===== src/rtl/vga_timing_gen.sv =====
// vga_timing_gen: VGA raster timing (pixel tick, h/v counters, valid, syncs); define VGA_FRAME_CNT_EN to add a 16-bit frame_cnt output
module vga_timing_gen #(
   parameter int CLK_DIV   = 4,
   parameter int H_VISIBLE = 640,
   parameter int H_FP      = 16,
   parameter int H_SYNC    = 96,
   parameter int H_BP      = 48,
   parameter int V_VISIBLE = 480,
   parameter int V_FP      = 10,
   parameter int V_SYNC    = 2,
   parameter int V_BP      = 33,
   parameter bit SYNC_POL  = 1'b0
) (
   input  logic        clk,
   input  logic        rst,
   output logic        pix_tick,
   output logic [9:0]  h_cnt,
   output logic [9:0]  v_cnt,
   output logic        valid,
   output logic        hsync,
   output logic        vsync,
   output logic        line_start,
   output logic        frame_start
`ifdef VGA_FRAME_CNT_EN
   ,
   output logic [15:0] frame_cnt
`endif
);
   localparam int H_TOTAL = H_VISIBLE + H_FP + H_SYNC + H_BP;
   localparam int V_TOTAL = V_VISIBLE + V_FP + V_SYNC + V_BP;
   localparam int HS_BEG = H_VISIBLE + H_FP;
   localparam int HS_END = HS_BEG + H_SYNC;
   localparam int VS_BEG = V_VISIBLE + V_FP;
   localparam int VS_END = VS_BEG + V_SYNC;
   localparam int DW = CLK_DIV > 1 ? $clog2(CLK_DIV) : 1;
   localparam logic [DW-1:0] DIV_LAST = DW'(CLK_DIV - 1);
   localparam logic [9:0] H_LAST = 10'(H_TOTAL - 1);
   localparam logic [9:0] V_LAST = 10'(V_TOTAL - 1);
   logic [DW-1:0] div;
   logic          adv;
   logic [9:0]    h_nxt;
   logic [9:0]    v_nxt;
   // Advance decode and next raster position; outputs are decoded from these so they land with the counters
   always_comb begin
      adv   = div == DIV_LAST;
      h_nxt = h_cnt == H_LAST ? 10'd0 : h_cnt + 10'd1;
      v_nxt = h_cnt != H_LAST ? v_cnt : v_cnt == V_LAST ? 10'd0 : v_cnt + 10'd1;
   end
   // Pixel divider, position counters and registered decodes; state only moves on an advance
   always_ff @(posedge clk) begin
      if (rst) begin
         div         <= '0;
         h_cnt       <= H_LAST;
         v_cnt       <= V_LAST;
         valid       <= 1'b0;
         hsync       <= ~SYNC_POL;
         vsync       <= ~SYNC_POL;
         pix_tick    <= 1'b0;
         line_start  <= 1'b0;
         frame_start <= 1'b0;
      end else begin
         div         <= adv ? '0 : div + DW'(1);
         pix_tick    <= adv;
         line_start  <= adv && h_nxt == 10'd0;
         frame_start <= adv && h_nxt == 10'd0 && v_nxt == 10'd0;
         if (adv) begin
            h_cnt <= h_nxt;
            v_cnt <= v_nxt;
            valid <= int'(h_nxt) < H_VISIBLE && int'(v_nxt) < V_VISIBLE;
            hsync <= (int'(h_nxt) >= HS_BEG && int'(h_nxt) < HS_END) ? SYNC_POL : ~SYNC_POL;
            vsync <= (int'(v_nxt) >= VS_BEG && int'(v_nxt) < VS_END) ? SYNC_POL : ~SYNC_POL;
         end
      end
   end
`ifdef VGA_FRAME_CNT_EN
   // Frame counter steps on the same edge that raises frame_start and wraps naturally
   always_ff @(posedge clk) begin
      if (rst)
         frame_cnt <= '0;
      else if (adv && h_nxt == 10'd0 && v_nxt == 10'd0)
         frame_cnt <= frame_cnt + 16'd1;
   end
`endif
endmodule


===== config.mk =====
export PLATFORM = sky130hd
export DESIGN_NAME = vga_timing_gen
export DESIGN_NICKNAME = d
export VERILOG_FILES = /design/src/rtl/vga_timing_gen.sv
export SDC_FILE = /design/constraint.sdc
export NUM_CORES = 1
export LEC_CHECK = 0
export CORE_ASPECT_RATIO = 1.2
export CORE_MARGIN = 2
export CORE_UTILIZATION = 50
export CTS_BUF_LIST = sky130_fd_sc_hd__clkbuf_4
export CTS_CLUSTER_SIZE = 30
export DETAILED_ROUTE_END_ITERATION = 7
export HOLD_SLACK_MARGIN = 0.06
export PLACE_DENSITY = 0.71
export SLEW_MARGIN = 30
export SYNTH_ARGS = -nofsm -noshare
export SYNTH_HDL_FRONTEND = slang
export SYNTH_SLANG_ARGS = --single-unit
export TNS_END_PERCENT = 5

===== constraint.sdc =====
create_clock -name clk -period 6.3 [get_ports clk]
set_input_delay 0.63 -clock clk [delete_from_list [all_inputs] [get_ports clk]]
set_output_delay 0.63 -clock clk [all_outputs]
set_load 0.02 [all_outputs]

## Word level (Yosys, flattened, before mapping)

Cells that the tools add are included.

| operators by class | value |
|---|---|
| add/sub/neg operators | 3 |
| $lt $le $gt $ge | 6 |
| equality and inequality tests | 4 |
| muxes and demuxes | 5 |
| reduce and logical (&&, ||, !) cells | 8 |

Operators with widths:

| kind | number |
|---|---|
| 10-bit two-way mux | 3 |
| 10-bit by 1-bit adder with 10-bit output (second input constant) | 2 |
| 10-bit == test (second input constant) | 2 |
| 10-bit zero test | 2 |
| 10-bit < comparator (second input constant) | 2 |
| 10-bit by 9-bit < comparator with 1-bit output (second input constant) | 2 |
| 10-bit greater-or-equal comparator (second input constant) | 1 |
| 10-bit by 9-bit greater-or-equal comparator with 1-bit output (second input constant) | 1 |
| 10-bit != test (second input constant) | 1 |
| 1-bit logical AND | 5 |
| 2-bit by 1-bit adder with 2-bit output (second input constant) | 1 |
| 2-bit == test (second input constant) | 1 |
| 1-bit two-way mux | 2 |
| 2-bit OR reduction | 1 |

| storage, ports and cells | value |
|---|---|
| register bits after elaboration | 28 |
| output and inout bits | 26 |
| logic and storage cells | 35 |

## Longest topological paths before layout

| logic depth | value |
|---|---|
| word-level depth | 6 |
| gate-level depth with buffers | 10 |

## Worst setup path before layout

OpenSTA, ideal clock, no wires.

| timing | value |
|---|---|
| kind | flip-flop to flip-flop |
| from | register h_cnt[0] |
| to | register vsync |
| library setup time | 0.124 ns |
| arrival time | 2.073 ns |
| required time | 6.176 ns |
| path slack | 4.103 ns |
| cell stages (with the launch flop) | 11 |
| path buffers | 3 |
| clock period less this slack | 2.197 ns |
| cells stage by stage | dfxtp_1 > ha_1 > buf_6 > and4_1 > buf_6 > and4_4 > buf_6 > o21ai_2 > a211o_1 > nor2_1 > a31oi_1 |

| between the ends | value |
|---|---|
| longest elaborated chain between the ends | 5 |
| elaborated cells between the ends (all ways) | 6 |

Ends and longest elaborated chain:

| element | RTL line | RTL |
|---|---|---|
| from (decl) | 17 | `output logic [9:0] h_cnt,` |
| from (signal assigned) | 67 | `h_cnt <= h_nxt;` |
| 10-bit != test * | 47 | `v_nxt = h_cnt != H_LAST ? v_cnt : v_cnt == V_LAST ? 10'd0 : v_cnt + 10'd1;` |
| 10-bit two-way mux * | 47 |  |
| 10-bit by 9-bit greater-or-equal comparator with 1-bit output or 10-bit by 9-bit < comparator with 1-bit output (tied branches) | 71 | `vsync <= (int'(v_nxt) >= VS_BEG && int'(v_nxt) < VS_END) ? SYNC_POL : ~SYNC_POL;` |
| 1-bit logical AND * | 71 |  |
| 1-bit two-way mux * | 71 |  |
| to (signal assigned) | 57 | `vsync <= ~SYNC_POL;` |
| to (signal assigned) | 71 |  |
| to (decl) | 21 | `output logic vsync,` |

Every way passes the cells marked *; elsewhere a longest branch is shown, timed or not.
A chain may end at the register's enable or synchronous reset.

## Worst setup path after layout

| timing | value |
|---|---|
| from | register h_cnt[0] |
| to | register valid |

| between the ends | value |
|---|---|
| longest elaborated chain between the ends | 4 |
| elaborated cells between the ends (all ways) | 8 |

Ends and longest elaborated chain:

| element | RTL line | RTL |
|---|---|---|
| 10-bit by 1-bit adder with 10-bit output (tied with other cells) | 46 | `h_nxt = h_cnt == H_LAST ? 10'd0 : h_cnt + 10'd1;` |
| 10-bit two-way mux (on tied branches) | 46, 47 |  |
| 10-bit < comparator or 10-bit by 9-bit < comparator with 1-bit output (tied branches) | 69 | `valid <= int'(h_nxt) < H_VISIBLE && int'(v_nxt) < V_VISIBLE;` |
| 1-bit logical AND * | 69 |  |
| to (signal assigned) | 69 |  |
| to (decl) | 19 | `output logic valid,` |

Marked as above.

==> results by group <==
Yosys
  • Number of synthesized flops with an enable pin: 0
  • Top_reg_cell synth: dfxtp_1
  • Post-Syn Instances: 236
  • Synth async-reset ratio: 0%
  • Synth unique cells: 55
  • Post-synth net total: 243
  • Top cells by area, synth: dfxtp_1 (30%), nand2_1 (5.0%), nor2_1 (5.0%)
  • Largest family of logic cells by synthesized area: simple AND/OR/NAND/NOR gates
  • Synth warnings: 0
  • Post-synthesis sequential area ratio: 30.1%
  • Compound-Gate Fraction of Synth Area: 19.0%
  • Cell Area, Synth: 1860 µm²
  • Post-Synth Adder-Cell Area: 3.90%
  • Simple-gate portion of the synthesized area: 33.5%
  • Avg Cell Area, Syn: 7.88 µm²
  • Post-synth top area share: 30.1%
  • Yosys reg bits: 28
  • Post-synthesis mux area share: 1.08%
  • Post-Synth XOR/XNOR Area: 4.71%
  • Post-synth top area cell: dfxtp_1

Cells and area
  • Layout overhead on the synthesized area: 13.7%
  • Register area: 561 µm²
  • Largest regs: h_cnt (10), v_cnt (10), div (2)
  • Area of the multi-input gates: 1160 µm²
  • Fin area: 2110 µm²
  • # fillers: 360
  • Layout cells sized above 1: 7.26%
  • Final net count: 256
  • Most frequent cells in the layout: dfxtp_1 (28), clkdlybuf4s50_1 (27), nand2_1 (25), nor2_1 (25), a21oi_1 (13)
  • Final core occ: 58.7%
  • Most common cell after layout, fill and taps aside: dfxtp_1
  • Diode count: 0

Floorplanning
  • Die height: 70.8 µm
  • Die area: 4230 µm²
  • Core area: 3600 µm²
  • Initial Util: 51.6%
  • Chip Width: 59.7 µm
  • Row Count: 24
  • Ports: 28

Detailed routing
  • 1st-iter DRT viols: 70
  • DR vias/cell: 5.93
  • Post-route ant nets: 0
  • Vias: 1701
  • Drt total wl: 4150 µm
  • Routed wire length per instance: 14.5 µm
  • DRT Pass-1 Iters: 4
  • DRC viols: 0

Clock tree
  • Clock Path Buffers: 2
  • Post-CTS Resized: 0
  • Setup Fix Bufs, Post-CTS: 0
  • H-tree levels: 1
  • Clock-pin slew of the registers on the worst-case setup and hold paths: 150 ps
  • CTS Root Cell: clkbuf_4
  • Total clock sinks: 28
  • Clk_lat worst skew: 340 ps
  • CTS Hold Bufs: 0
  • Cts bufs inserted: 3
  • CTS tree: yes

Global routing
  • Vias in the first global route: 1565
  • All-Layer GR Usage: 21.5%
  • Pin count of the biggest net entering global routing: 24
  • GRT Residual Overflow: 0
  • First-pass GRT wire length: 7200 µm
  • Initial antenna violation count: 0

Timing
  • Setup ws final: 3780 ps
  • Worst-margin pin slew: 882 ps
  • Final worst path period need: 2520 ps
  • Setup_tns: 0 ps
  • Final hold viol count: 0
  • Maximum clock rate: 396 MHz
  • Slew Limit Fails: 0
  • Fin crit share: 40.1%
  • Clock skew: 4.01 ps
  • RSZ-0062 raised after global routing: no
  • Worst slew margin: 41.2%
  • Final Setup Violations: 0

Setup path
  • Startpoint types: register
  • Required time of the critical path: 6550 ps
  • CP arrival: 2780 ps
  • Max FO, Critical Path: 13
  • Kind of critical path: register to register
  • Crit. End Element: register

Flow run
  • Max-cap violations: 0

Placement
  • Routability cong.: 0.883
  • Pre-CTS setup slack: 3460 ps
  • Port bufs: 27
  • Final HPWL DP: 3050 µm
  • Post-DP Area: 2060 µm²

Power and ir drop
  • Pwr dens: 215 nW/µm²
  • Total power: 0.000454 W
  • Peak supply drop: 0.0865 mV
  • Leakage power: 0.812 nW

Worst hold path
  • Class of the worst hold path: register to register

Outcome
  • Outcome: completed
==> cell families (layout without fill, tap and decap cells) <==
| logic type | after synthesis | in the layout |
|---|---|---|
| flops | 28 | 28 |
| xor+xnor | 10 | 10 |
| simple gates | 109 | 109 |
| compound gates | 55 | 55 |
| buf+inv | 26 | 38 |
| fa+ha+maj | 6 | 6 |
| mux | 2 | 2 |
==> synth_stat cells (3+ instances only) <==
library cell and number:
o21ai_0 11, nand4_1 4, xor2_1 4, buf_4 4
nor2_1 25, a31oi_1 10, a21oi_1 13, buf_6 3
nor3_1 11, o21ai_2 3, and3_1 4, clkbuf_1 4
nor4_1 3, nand2b_1 4, buf_2 7, xnor2_1 6
dfxtp_1 28, inv_1 7, ha_1 5, and2_1 3
nand2_1 25, nand3_1 11
==> cell type report <==
cell class | count | share of cell area, %
well taps | 39 | 2.31
multi-input cells | 182 | 54.7
clock buffers | 3 | 1.07
inverters | 7 | 1.24
repair buffers | 27 | 12.8
flip-flops and latches | 28 | 26.5
clock inverters | 1 | 1.42
==> metrics by stage <==
step | instances | hold slack [ps]
after floorplan | 236 | 404
after CTS | 287 | 461
final | 287 | 453
after global placement | 283 | 424
after global routing | 287 | 486
after detailed placement | 283 | 440
==> critical path, cell delays in order (launching register included) <==
cell and delay [ps]:
dfxtp_1 500, ha_1 360, and4_1 450, and4_4 410, nand4_1 150, xnor2_1 270, nand2_1 90, a32o_1 210
==> path summary, 6_finish.rpt <==
kind / cells after the start / from / end / slack [ps]
max: 7 / h_cnt[0]$_SDFFE_PP1P_ / valid$_SDFFE_PP0P_ / 3780
min: 1 / div[0]$_SDFF_PP0_ / div[0]$_SDFF_PP0_ / 450
max reg2reg: 7 / h_cnt[0]$_SDFFE_PP1P_ / valid$_SDFFE_PP0P_ / 3780
min reg2reg: 1 / div[0]$_SDFF_PP0_ / div[0]$_SDFF_PP0_ / 450
==> layer usage <==
| metal | share of wire, % | routed length (µm) | track usage [%] | vias up |
|---|---|---|---|---|
| met2 | 51 | 2100 | 36.6 | 30 |
| met1 | 45 | 1870 | 27.1 | 786 |
| met4 | 1.7 | 69 | 8.89 | 0 |
| met5 | 0 | 0 | 0 | - |
| met3 | 2.5 | 104 | 2.19 | 7 |
| li1 | - | - | - | 878 |
==> power breakdown <==
| part | total (W) | switching, W | internal [W] |
|---|---|---|---|
| clock | 0.000118 | 0.0000538 | 0.0000644 |
| combinational | 0.000135 | 0.0000830 | 0.0000523 |
| sequential | 0.000200 | 0.0000150 | 0.000185 |
| total | 0.000454 | 0.000152 | 0.000302 |
(Power assumes the default switching activity.)
